## config.mk

```make
export PLATFORM = sky130hd
export DESIGN_NAME = mealy_1101
export DESIGN_NICKNAME = d
export VERILOG_FILES = /design/src/rtl/mealy_1101_pkg.sv /design/src/rtl/mealy_1101.sv
export SDC_FILE = /design/constraint.sdc
export NUM_CORES = 1
export LEC_CHECK = 0
export CORE_AREA = 8 8 45 47
export CTS_CLUSTER_DIAMETER = 60
export DETAILED_ROUTE_END_ITERATION = 12
export DIE_AREA = 0 0 53 55
export GPL_TIMING_DRIVEN = 0
export PLACE_DENSITY = 0.37
export SYNTH_ARGS = -nofsm -noshare
export SYNTH_HDL_FRONTEND = slang
export SYNTH_SLANG_ARGS = --single-unit
```

## constraint.sdc

```tcl
create_clock -name clk -period 1.2 [get_ports clk]
set_input_delay 0.3 -clock clk [delete_from_list [all_inputs] [get_ports clk]]
set_output_delay 0.3 -clock clk [all_outputs]
set_load 0.1 [all_outputs]
```

## src/rtl/mealy_1101_pkg.sv

```systemverilog
`default_nettype none
// ============================================================================
// Module   : mealy_1101_pkg
// Purpose  : Shared types and constants for the 1-1-0-1 serial pattern
//            detector.
//            - state_t : detector state, 2-bit encoded.
//            - PATTERN : the detected bit sequence, first bit in the MSB.
// Revision : 1.0 - initial release
// ============================================================================
package mealy_1101_pkg;

    typedef enum logic [1:0] {
        S0   = 2'd0,    // idle / no useful history
        S1   = 2'd1,    // seen "1"
        S11  = 2'd2,    // seen "11"
        S110 = 2'd3     // seen "110"
    } state_t;

    localparam logic [3:0] PATTERN = 4'b1101;

endpackage : mealy_1101_pkg
`default_nettype wire

```

## src/rtl/mealy_1101.sv

```systemverilog
`default_nettype none
// ============================================================================
// Module   : mealy_1101
// Purpose  : Overlapping serial detector for the bit sequence 1-1-0-1.
//            Mealy machine: det is a combinational function of the current
//            state and the input bit, so det is high during the cycle in
//            which the final '1' of the pattern is on `in`.
// Ports    : clk      in   1        rising-edge clock
//            rst      in   1        asynchronous, active-high reset
//            in       in   1        serial data bit, sampled on rising clk
//            det      out  1        detect flag (state==S110 && in), low
//                                   while rst is high
//            det_cnt  out  COUNT_W  saturating detection count
//                                   (MEALY_1101_COUNT_EN builds only)
// Params   : COUNT_W  width of det_cnt (MEALY_1101_COUNT_EN builds only)
// Config   : MEALY_1101_COUNT_EN - when defined, adds the det_cnt counter and
//            port; det behaviour is the same in both builds.
// Revision : 1.0 - initial release
// ============================================================================
module mealy_1101
    import mealy_1101_pkg::*;
#(
    parameter int COUNT_W = 8
)
(
    input  logic               clk,
    input  logic               rst,
    input  logic               in,
`ifdef MEALY_1101_COUNT_EN
    output logic [COUNT_W-1:0] det_cnt,
`endif
    output logic               det
);

    state_t state_q;
    state_t state_d;

    // ------------------------------------------------------------------------
    // State register
    // ------------------------------------------------------------------------
    always_ff @(posedge clk or posedge rst) begin
        if (rst) begin
            state_q <= S0;
        end else begin
            state_q <= state_d;
        end
    end

    // ------------------------------------------------------------------------
    // Next-state and Mealy output.
    // S110 + '1' returns to S1 rather than S0 so the closing '1' of one match
    // can start the next (overlap). det is masked by rst because the state
    // register may not have settled to S0 yet in the same delta as rst rises.
    // ------------------------------------------------------------------------
    always_comb begin
        state_d = S0;
        det     = 1'b0;
        case (state_q)
            S0:      state_d = in ? S1  : S0;
            S1:      state_d = in ? S11 : S0;
            S11:     state_d = in ? S11 : S110;
            S110: begin
                state_d = in ? S1 : S0;
                det     = in & ~rst;
            end
            default: state_d = S0;
        endcase
    end

`ifdef MEALY_1101_COUNT_EN
    // ------------------------------------------------------------------------
    // Detection counter: counts clock edges on which det is high and holds
    // at all-ones once full.
    // ------------------------------------------------------------------------
    logic [COUNT_W-1:0] det_cnt_q;
    logic [COUNT_W-1:0] det_cnt_d;

    always_comb begin
        det_cnt_d = det_cnt_q;
        if (det && (det_cnt_q != {COUNT_W{1'b1}})) begin
            det_cnt_d = det_cnt_q + {{(COUNT_W-1){1'b0}}, 1'b1};
        end
    end

    always_ff @(posedge clk or posedge rst) begin
        if (rst) begin
            det_cnt_q <= '0;
        end else begin
            det_cnt_q <= det_cnt_d;
        end
    end

    assign det_cnt = det_cnt_q;
`endif

endmodule : mealy_1101
`default_nettype wire

```

== Yosys cells after proc, flatten, opt, wreduce, memory -nomap -nowiden ==
Cells that the tools add are included.
Widths: inputs -> output; s select.

* Shift operators: 0
* Multiplexer cells: 5
* Magnitude comparators: 0
* Add/sub/neg operators: 0
* Div/mod/pow operators: 0
* Equality and inequality tests: 3
* Bitwise logic cells: 2
* Multipliers: 0
* Reduce and logical (&&, ||, !) cells: 2

{| class="wikitable"
|+ Operator list
! operator !! number
|-
| $pmux 2 s3 || 1
|-
| $eq 2x2->1 const B || 2
|-
| $mux 1 || 3
|-
| $eq 2x1->1 const B || 1
|-
| $logic_not 2->1 || 1
|-
| $mux 2 || 1
|-
| $reduce_or 2->1 || 1
|-
| $and 1x1->1 || 1
|-
| $not 1->1 || 1
|}

* ROM bits: 0
* Bits in writable memories: 0
* Latch bits: 0
* Output and inout port bits: 1
* Logic and storage cells: 13
* Memories: 0
* Flip-flop bits (word level): 2

== Depth between registers and ports, before layout ==
Gate-level depths: netlist (run 1).

* Depth in word-level cells: 3
* Depth in mapped cells: 3

== Worst setup path before layout (run 1) ==
No wires, ideal clock.

* Kind: register -> output
* Start: register state_q[0]
* End: output det
* Arrival: 1.264 ns
* Cell stages (with the launch flop): 3
* Path buffers: 0
* Required time: 0.900 ns
* Setup slack: -0.364 ns
* Cells stage by stage: dfrtp_1 ha_1 and3b_1

* Word-level cells in the longest chain between the ends: 2

{| class="wikitable"
|+ Ends and longest elaborated chain
! what !! line !! RTL
|-
| from (decl) || mealy_1101.sv:35 || <nowiki>state_t state_q;</nowiki>
|-
| from (signal assigned) || mealy_1101.sv:45 || <nowiki>state_q <= state_d;</nowiki>
|-
| $eq 2x2->1 || mealy_1101.sv:58 || <nowiki>case (state_q)</nowiki>
|-
| $mux 1 || mealy_1101.sv:58 ||
|-
| to (decl) || mealy_1101.sv:32 || <nowiki>output logic det</nowiki>
|}

Every way passes these cells.

== Worst setup path after layout (run 1) ==
Ends and elaborated chain as after synthesis.

==> metrics.csv, run 1 <==
metric,value,unit
PD cells,1960,mW/mm^2
largest net degree at the start of global routing,4,
Worst-Skew Late Latency,220,ps
syn avg cell area,12.2,um^2
combinational share of power,0.429,
final hold vios,0,
sw power,0.132,mW
Routed Wire Length,260,um
Slew @ Worst Pin,131,ps
initial antenna violation count,0,
routed vias/inst,3.11,
clock power share,0.318,
DIE AREA,0.00292,mm^2
Placement Rows,14,
via count,109,
Die Y-Extent,55,um
outcome,finished with violations,
input/output buffers,3,
# IOs,4,
starting density of the core,0.0967,
Setup Crit Path Kind,reg -> out,
most frequent cells in the layout,"inv_1, clkbuf_4",
ranking of synthesized cells by area,"dfrtp_1, ha_1, mux2_4",
Yosys top cell by area,dfrtp_1,
Int Power,0.329,mW
first-pass GRT wire length,441,um
Critical path destination,det,
syn_nets,17,
"Slew Viols, Final",0,
Regs by FF count,state_q: 2 flops,
Hold Buf Count CTS,0,
clk sinks,2,
Worst Path Arrival,1110,ps
FILL cells,156,
Residual DRC,0,
GR Util All Layers,0.0289,
Relative slew margins,0.913,
Leakage,0.119,nW
Worst Path Required,900,ps
Placer Congestion,0.577,
Yosys reg bits,2,
Core Area,0.00138,mm^2
ant diodes,0,
peak supply drop,445,uV
H-tree Lvls,1,
final total power,0.462,mW
CP Max Fanout,2,
Worst-path clk slew,30,ps
design area,235,um^2
"Net count, final",27,
clock buffer depth,2,
Routed wire per std cell,7.43,um
router iterations before antenna repair,1,
DP Area,188,um^2
switching portion of total power,0.287,
CP endpoint kind,output port,
Worst Skew,2.52,ps
CTS tree,built,
Post-Syn Instances,11,
max cap viols,0,
GR Overflow Total,0,
fmax,0.711,GHz
reg2reg path depth,4,
Die X-Extent,53,um
setup violators final,1,
sequential share of power,0.252,
max FFs per register,2,
crit path time final,1410,ps
P&R area growth vs syn,75.7,%
vias in the first global route,98,
Synth top area share,0.374,
Yosys cell types,6,
RSZ-0062 raised after global routing,true,
reg2reg end,state_q[1],
Clock Root Buffer,clkbuf_4,
reg2reg setup slack,50,ps
layout cells sized above 1,0.526,
synthesized cell area,134,um^2
"Warnings, synthesis",0,
Setup crit start kind,flop,
"Seq/Total Area, Yosys",0.374,
Starting DRT DRC Count,0,
Hold Path Class,in -> async,
TritonCTS buffer count,3,
failing checks,setup timing,
post-route ant nets,0,
Worst R2R Start,state_q[1],
setup ws final,-206,ps
Top reg by flops,state_q,
Tcrit/Tclk final,1.17,
Critical Path Start,state_q[0],
## synth_stat cells
library cell / n
and3b_1: 1
dfrtp_1: 2
mux2_2: 1
mux2_4: 1
ha_1: 3
inv_1: 3
## metrics by stage
step                      cells  hold WS (ps)  worst slack (ps)   util  setup TNS (ps)
after floorplan              11          41.2              7.46      -               0
after global placement       30           488             -1250  0.136           -1310
after detailed placement     30           498             -1260  0.136           -1320
after CTS                    35          71.8              -224  0.170            -224
after global routing         35          90.7              -248  0.170            -248
final                        35          78.5              -206  0.170            -206
## logic make-up (layout without fill, tap and decap cells)
group         count (synthesis)  count (layout)  share of synthesized area
simple gates                  1               1                     0.0654
fa+ha+maj                     3               3                      0.280
flops                         2               2                      0.374
buf+inv                       3              11                     0.0841
mux                           2               2                      0.196
## critical path, stage by stage, from the launching register on
cell and delay, ps:
dfrtp_1 370, ha_2 180, and3b_4 170, buf_12 160
## routing by layer
layer | global-route usage | part of all wire
met5 | 0 | 0
met4 | 0.0776 | 0.088
met3 | 0.0267 | 0.15
met2 | 0.0195 | 0.28
met1 | 0.0228 | 0.47
## power by group through the flow
stage	sequential (mW)	combinational [mW]	clock [mW]
floorplan	0.118	0.119	0
global placement	0.122	0.139	0
detailed placement	0.123	0.143	0
CTS	0.117	0.199	0.159
global route	0.120	0.217	0.168
finish	0.116	0.198	0.147
## timing repair
item                                    CTS  global route
buffers inserted                          2             0
gates resized for setup                  12             0
gates cloned                              0             0
endpoints found under the setup margin    1             1
pin swaps                                 1             1
## worst min-delay path by stage
stage	from	end	slack [ps]	cells past startpoint
after detailed placement	rst	state_q[0]	500	2
after floorplan	rst	state_q[0]	40	1
after CTS	rst	state_q[0]	70	2
final	rst	state_q[0]	80	2
after global placement	rst	state_q[0]	490	2
after global routing	rst	state_q[0]	90	2
## area by class of cell
type	count	area, um^2	area share
multi-input cells	6	78.8	0.335
clock buffers	3	22.5	0.0957
well taps	16	20.0	0.0851
flip-flops and latches	2	50.0	0.213
inverters	3	11.3	0.0479
repair buffers	5	52.6	0.223
Note: power is estimated with default switching activity, not from simulation.
==> inputs of run 2 (changes only) <==
Settings changed: CORE_AREA 8 8 45 47 to 4 4 41 43, DIE_AREA 0 0 53 55 to 0 0 45 47.
==> run 2 against run 1 <==
Against the previous run: clock skew decreased by 1.7 ps; maximum frequency decreased by 0.90%; global-route usage increased by 0.98 points; clock power decreased by 3%; the flow still finishes with violations (setup timing); largest cell class unchanged; worst hold slack improved by 2.7 ps; sequential power about the same; flip-flop and latch count unchanged.
==> metrics.csv, run 2 (synthesis results as in run 1) <==
metric,value,unit
outcome,finished with violations,
failing checks,setup timing,
sw power,0.153,mW
GR Util All Layers,0.0387,
Worst-path clk slew,30,ps
initial antenna violation count,0,
CP endpoint kind,output port,
Relative slew margins,0.902,
GR Overflow Total,0,
wl on met1,105,um
Int Power,0.372,mW
Worst Path Required,900,ps
max FFs per register,2,
peak supply drop,714,uV
Regs by FF count,state_q: 2 flops,
Final Non-Filler Cells,35,
Placement Rows,13,
clock power share,0.273,
Slew @ Worst Pin,148,ps
first-pass GRT wire length,462,um
Starting DRT DRC Count,1,
PD cells,2040,mW/mm^2
via count,107,
Worst R2R Start,state_q[1],
Core Area,0.00130,mm^2
CP Max Fanout,2,
reg2reg path depth,5,
router iterations before antenna repair,2,
metal3 WL,49,um
combinational share of power,0.505,
post-route ant nets,0,
Tcrit/Tclk final,1.18,
"Buf+Inv Stages, Crit Path",1,
fmax,0.705,GHz
Critical-path top delay cell,dfrtp_1,
Fin Hold WS,81.2,ps
final hold vios,0,
Setup Crit Path Kind,reg -> out,
crit path time final,1420,ps
ant diodes,0,
Leakage,0.124,nW
largest net degree at the start of global routing,4,
RSZ-0062 raised after global routing,true,
"commonest non-fill, non-tap cell in the layout",clkbuf_4,
Routed wire per std cell,7.49,um
Hold Buf Count CTS,0,
kind of cell adding the most delay to the critical path,flip-flops,
layout cells sized above 1,0.650,
most frequent cells in the layout,"clkbuf_4, inv_1, dlygate4sd2_1, buf_4, dfrtp_1",
Worst-Skew Late Latency,220,ps
H-tree Lvls,1,
switching portion of total power,0.292,
"Net count, final",28,
Critical Path Start,state_q[1],
Worst Path Arrival,1120,ps
Hold Path Class,in -> async,
DR top layer,met4,
Setup crit start kind,flop,
sequential share of power,0.222,
Clock Root Buffer,clkbuf_4,
vias in the first global route,124,
clk sinks,2,
Die Y-Extent,47,um
Routed Wire Length,262,um
setup ws final,-219,ps
Cells after DPL,29,
wire length on met2,101,um
DIE AREA,0.00212,mm^2
CTS tree,built,
Die X-Extent,45,um
input/output buffers,3,
stages on the worst setup path,3,
Residual DRC,0,
Worst Skew,0.797,ps
final core utilization,0.198,
max cap viols,0,
P&R area growth vs syn,92.5,%
# IOs,4,
setup violators final,2,
clock buffer depth,2,
routed vias/inst,3.06,
FILL cells,149,
"Slew Viols, Final",0,
Slowest Stage Delay on Critical Path,380,ps
starting density of the core,0.103,
crit-path cells,ha_2 -> and3b_4 -> buf_12,
TritonCTS buffer count,3,
Placer Congestion,0.597,
Top reg by flops,state_q,
-- run 2: cell types whose count changed in the layout (fill, tap and decap cells not counted), sizes merged --
cell  change
buf       +1
-- run 2: path summary, 6_finish.rpt --
| kind | endpoint | slack, ps |
|---|---|---|
| worst max-delay path | det | -220 |
| worst min-delay path | state_q[0] | 80 |
| worst max register to register | state_q[1] | -50 |
| worst min register to register | state_q[1] | 770 |
| max in group asynchronous | state_q[1] | 1000 |
| min in group clk | state_q[1] | 550 |
-- run 2: final cells by class --
cell class	instances	area, um^2	share of cell area
Inverter	3	11.3	0.0437
Multi-Input combinational cell	6	91.3	0.354
Timing Repair Buffer	6	63.8	0.248
Sequential cell	2	50.0	0.194
Tap cell	15	18.8	0.0728
Clock buffer	3	22.5	0.0874
-- run 2: per-layer routing --
metal,vias to the layer above,track usage
met5,-,0
li1,52,-
met2,6,0.0395
met4,0,0.0351
met3,2,0.0651
met1,47,0.0273
-- run 2: repair_timing --
item                                    CTS  global route
gates resized for setup                  12             3
buffers inserted                          2             1
endpoints found under the setup margin    1             1
pin swaps                                 0             1
gates cloned                              0             0
-- run 2: power groups by stage --
stage	registers (mW)	logic, mW	clock network, mW
floorplan	0.118	0.119	0
global placement	0.122	0.140	0
detailed placement	0.124	0.146	0
CTS	0.115	0.203	0.152
global route	0.119	0.302	0.164
finish	0.117	0.265	0.143
-- run 2: metrics by stage --
stage	setup TNS (ps)	area (um^2)	worst slack, ps	power, mW
CTS	-208	234	-208	0.469
floorplan	0	138	7.46	0.237
global route	-361	258	-256	0.586
detailed placement	-1320	186	-1260	0.270
global placement	-1300	186	-1250	0.262
finish	-268	258	-219	0.525
